### src/rtl/shifter_arbiter.sv
// Two-port front end for a shared combinational shifter: arbitrates A/B, registers the operands
// onto the shifter inputs, captures the result and returns it through a per-port response handshake.
module shifter_arbiter #(
  parameter int WIDTH = 16,
  parameter int AMT_W = 4,
  parameter bit RR_EN = 1'b1
) (
  input  logic             CLK,
  input  logic             reset,
  input  logic             a_valid,
  output logic             a_ready,
  input  logic [WIDTH-1:0] a_data,
  input  logic [AMT_W-1:0] a_amount,
  input  logic             a_left,
  output logic             a_resp_valid,
  input  logic             a_resp_ready,
  input  logic             b_valid,
  output logic             b_ready,
  input  logic [WIDTH-1:0] b_data,
  input  logic [AMT_W-1:0] b_amount,
  input  logic             b_left,
  output logic             b_resp_valid,
  input  logic             b_resp_ready,
  output logic [WIDTH-1:0] resp_data,
  output logic             busy,
  output logic [WIDTH-1:0] sh_string,
  output logic [AMT_W-1:0] sh_amount,
  output logic             sh_left,
  input  logic [WIDTH-1:0] sh_r
);

  typedef enum logic [1:0] {
    S_IDLE  = 2'd0,
    S_SHIFT = 2'd1,
    S_RESP  = 2'd2
  } state_t;

  state_t           r_state;
  logic             r_grant_b;
  logic             r_last_b;
  logic             r_a_resp_valid;
  logic             r_b_resp_valid;
  logic             r_busy;
  logic [WIDTH-1:0] r_resp_data;
  logic [WIDTH-1:0] r_sh_string;
  logic [AMT_W-1:0] r_sh_amount;
  logic             r_sh_left;

  logic w_idle;
  logic w_pick_b;
  logic w_accept;
  logic w_resp_ack;

  // B wins only when A is absent, or on a tie when round-robin says A went last.
  assign w_idle     = (r_state == S_IDLE);
  assign w_pick_b   = b_valid & (~a_valid | (RR_EN & ~r_last_b));
  assign w_accept   = w_idle & (a_valid | b_valid);
  assign w_resp_ack = r_grant_b ? b_resp_ready : a_resp_ready;

  assign a_ready      = w_idle & a_valid & ~w_pick_b;
  assign b_ready      = w_idle & w_pick_b;
  assign a_resp_valid = r_a_resp_valid;
  assign b_resp_valid = r_b_resp_valid;
  assign resp_data    = r_resp_data;
  assign busy         = r_busy;
  assign sh_string    = r_sh_string;
  assign sh_amount    = r_sh_amount;
  assign sh_left      = r_sh_left;

  // Operation sequencer: accept, drive shifter for one cycle, hold response until consumed.
  always_ff @(posedge CLK or posedge reset) begin
    if (reset) begin
      r_state        <= S_IDLE;
      r_grant_b      <= 1'b0;
      r_last_b       <= 1'b1;
      r_a_resp_valid <= 1'b0;
      r_b_resp_valid <= 1'b0;
      r_busy         <= 1'b0;
      r_resp_data    <= '0;
      r_sh_string    <= '0;
      r_sh_amount    <= '0;
      r_sh_left      <= 1'b0;
    end else begin
      case (r_state)
        S_IDLE: begin
          if (w_accept) begin
            r_sh_string <= w_pick_b ? b_data   : a_data;
            r_sh_amount <= w_pick_b ? b_amount : a_amount;
            r_sh_left   <= w_pick_b ? b_left   : a_left;
            r_grant_b   <= w_pick_b;
            r_last_b    <= w_pick_b;
            r_busy      <= 1'b1;
            r_state     <= S_SHIFT;
          end else begin
            r_state <= S_IDLE;
          end
        end
        S_SHIFT: begin
          r_resp_data    <= sh_r;
          r_a_resp_valid <= ~r_grant_b;
          r_b_resp_valid <= r_grant_b;
          r_state        <= S_RESP;
        end
        S_RESP: begin
          if (w_resp_ack) begin
            r_a_resp_valid <= 1'b0;
            r_b_resp_valid <= 1'b0;
            r_busy         <= 1'b0;
            r_state        <= S_IDLE;
          end else begin
            r_state <= S_RESP;
          end
        end
        default: begin
          r_a_resp_valid <= 1'b0;
          r_b_resp_valid <= 1'b0;
          r_busy         <= 1'b0;
          r_state        <= S_IDLE;
        end
      endcase
    end
  end

endmodule

### config.mk
export PLATFORM = sky130hd
export DESIGN_NAME = shifter_arbiter
export DESIGN_NICKNAME = d
export VERILOG_FILES = /design/src/rtl/shifter_arbiter.sv
export SDC_FILE = /design/constraint.sdc
export NUM_CORES = 1
export LEC_CHECK = 0
export ABC_CLOCK_PERIOD_IN_PS = 1900
export CAP_MARGIN = 20
export CORE_ASPECT_RATIO = 0.7
export CORE_UTILIZATION = 34
export DETAILED_ROUTE_END_ITERATION = 12
export HOLD_SLACK_MARGIN = 0.06
export PLACE_DENSITY = 0.8
export RECOVER_POWER = 50
export SLEW_MARGIN = 20
export SYNTH_ARGS = -nofsm -noshare
export SYNTH_HDL_FRONTEND = slang
export SYNTH_SLANG_ARGS = --single-unit
### constraint.sdc
create_clock -name CLK -period 1.9 [get_ports CLK]
set_input_delay 0.57 -clock CLK [delete_from_list [all_inputs] [get_ports CLK]]
set_output_delay 0.57 -clock CLK [all_outputs]
set_load 0.05 [all_outputs]
==> flow_summary.json <==
{
  "critPathLaunchType": "flop",
  "grt_pass1_wl_um": 7070,
  "placedCellCount": 318,
  "ys_async_sr_fraction_pct": 100,
  "final_layout_size_suffix_gt1_share_pct": 50.2,
  "grt_use_met3_pct": 5.18,
  "port_buffers": 105,
  "r2r-start": "r_last_b$_DFFE_PP1P_",
  "worstMarginPinSlew_ns": 1.07,
  "syn_nets": 198,
  "fp.coreArea_sq_um": 5840,
  "crit_arrival_ns": 1.32,
  "grt_start_max_net_pins": 45,
  "netlist_top_cells_area": "dfrtp_1 (51%), mux2_4 (26%), mux2_2 (12%)",
  "cap_violations": 0,
  "yosys.area.top_type": "dfrtp_1",
  "p_leak_nw": 1.55,
  "grt_pass1_vias": 1488,
  "grt_use_met2_pct": 22.6,
  "wl_per_cell_um": 13.8,
  "clock-root-buffer": "clkbuf_8",
  "vias": 1461,
  "pwr-share-comb_pct": 61.3,
  "vias_per_cell": 4.48,
  "drc": 0,
  "cts.path.max_buffers": 2,
  "initial_core_util_pct": 35.9,
  "hold_class": "reg -> reg",
  "yosys_warnings": 0,
  "p_int_mw": 3.60,
  "min_to": "resp_data[0]$_DFFE_PP0N_",
  "first_iter_violations": 42,
  "rr_endpoint": "sh_amount[3]$_DFFE_PP0P_",
  "fin_crit_sh_pct": 99.4,
  "synth_seq_cells": 44,
  "cts_buffers": 5,
  "slew_violations": 0,
  "outcome": "finished, final reports clean",
  "placed_area_sq_um": 3240,
  "place_congestion": 0.687,
  "min_path_cells": 1,
  "dr.pass1.iters": 4,
  "avgSynthCellArea_sq_um": 15.7,
  "max-slew-margin-rel_pct": 28.5,
  "ctsHoldBuffers": 0,
  "instances_no_fill": 326,
  "yosysMostFrequentCell": "dfrtp_1",
  "cts_tree": "built",
  "p_sw_mw": 2.92,
  "cellPowerDensity_nw_per_um2": 1940,
  "final_area_sq_um": 3360,
  "rows": 23,
  "synth_edf_count": 0,
  "busiest_layer": "met2",
  "hp-start": "resp_data[0]$_DFFE_PP0N_",
  "setup_viol": 0,
  "antenna_found_initial": 0,
  "synth_cells": 134,
  "post-synth-top-area-fraction_pct": 51.3,
  "drtAntennaViolNets": 0,
  "synth_commonest_cells": "dfrtp_1 (43), mux2_4 (36), mux2_2 (22), nor2_1 (4)",
  "r2r_cells": 5,
  "ioPinCount": 106,
  "clk_latency_ns": 0.29,
  "wirelength_um": 4490,
  "swShare_pct": 44.8,
  "yosysSeqAreaShare_pct": 52.5,
  "critPathMaxFanout": 3,
  "pwr-share-seq_pct": 26.1,
  "finClkSkew_ns": 0.00998,
  "fin_crit_ns": 1.89,
  "final_hold_viol_count": 0,
  "cts_sinks": 44,
  "rsz0062_at_grt": "yes",
  "power_frac_clock_pct": 12.6,
  "grt_overflow_total": 0,
  "die_x_um": 95.9,
  "cp.required_ns": 1.33,
  "reg2reg_slack_ns": 0.17,
  "areaGrowthSynthToFinish_pct": 60.2,
  "grt_use_total_pct": 14.6,
  "critPathKind": "reg -> out",
  "antenna_cells": 0,
  "synth_top_flop_cell": "dfrtp_1",
  "fin_nets": 315,
  "die_h_um": 67.7,
  "clk_pin_slew_ns": 0.08,
  "design.die.area_sq_um": 6500,
  "fill_cells": 495,
  "ctsHtreeMaxLevel": 2,
  "ys_types": 21,
  "max_freq_ghz": 0.529,
  "dp_hpwl_um": 3340,
  "end_kind": "output pin",
  "power_mw": 6.53,
  "synth_area_sq_um": 2100,
  "peakVddDrop_mv": 0.761,
  "gr-usage-met1_pct": 19.6
}
## power by group through the flow
stage	Clock, mW	Combinational (mW)	Sequential, mW
after floorplan	0	1.28	3.23
after global placement	0	3.96	1.70
after detailed placement	0	4.03	1.70
after CTS	0.847	4.03	1.70
after global routing	0.890	4.21	1.77
final	0.823	4.00	1.70
## area by class of cell
type / count / area (sq um) / area share [%]
clock inverter: 2 / 60.1 / 1.79
inverter: 3 / 11.3 / 0.335
multi-input combinational: 80 / 950 / 28.2
tap: 75 / 93.8 / 2.79
clock buffer: 5 / 68.8 / 2.05
sequential: 44 / 1100 / 32.8
timing repair buffer: 117 / 1080 / 32.0
## how the worst max path moves through the flow
stage	startpoint	end	slack, ns	cells after the start
global placement	b_valid	a_ready	-0.36	4
finish	r_last_b$_DFFE_PP1P_	a_ready	0.01	3
global route	r_last_b$_DFFE_PP1P_	a_ready	-0.05	3
detailed placement	b_valid	a_ready	-0.39	4
floorplan	b_valid	b_ready	-0.04	3
CTS	r_last_b$_DFFE_PP1P_	b_ready	-0.006	3
## flip-flops by register name, summed over array words and instances, names as in the netlist, 2 cells and up
name	count
r_state	2
sh_amount	4
sh_string	16
resp_data	16
## routing by layer
metal | vias up | share of wire [%]
met1 | 684 | 46
met2 | 65 | 45
li1 | 707 | -
met5 | - | 0
met4 | 0 | 0.87
met3 | 5 | 7.6
## through the flow
stage	util (%)	setup TNS, ns	setup slack (ns)	hold slack (ns)
after floorplan	-	-0.0446	-0.0446	0.492
after global placement	55.5	-5.92	-0.355	0.487
after detailed placement	55.5	-6.73	-0.388	0.496
after CTS	57.7	-0.00898	-0.00620	0.516
after global routing	57.6	-1.07	-0.0464	0.535
final	57.6	0	0.0107	0.513
## cells in the final DEF, fill, tap and decap left out, types with 3 or more instances in the layout
cell type	instances
buf_12	4
buf_4	48
clkbuf_8	5
clkdlybuf4s50_1	60
dfrtp_1	43
mux2_2	22
mux2_4	36
nand2b_1	3
nor2_1	3
o21ai_0	3
## cell families after synthesis
| logic type | after synthesis | synth area share [%] |
|---|---|---|
| and+or+nand+nor | 10 | 2.44 |
| buffers and inverters | 10 | 3.16 |
| muxes | 58 | 37.5 |
| AOI/OAI and AO/OA | 12 | 4.35 |
| DFF | 44 | 52.5 |
## repair_timing
item                       4_1_cts  5_1_grt
buffers inserted                 1        0
pin swaps                        3        2
resized for setup                9        2
setup endpoints to repair        3        2
## worst max-delay path: stages (launching register included)
cell and delay [ns]:
dfstp_2 0.56, a21bo_4 0.15, and3_4 0.19, buf_12 0.13
Power figures use the tool's default switching activity.
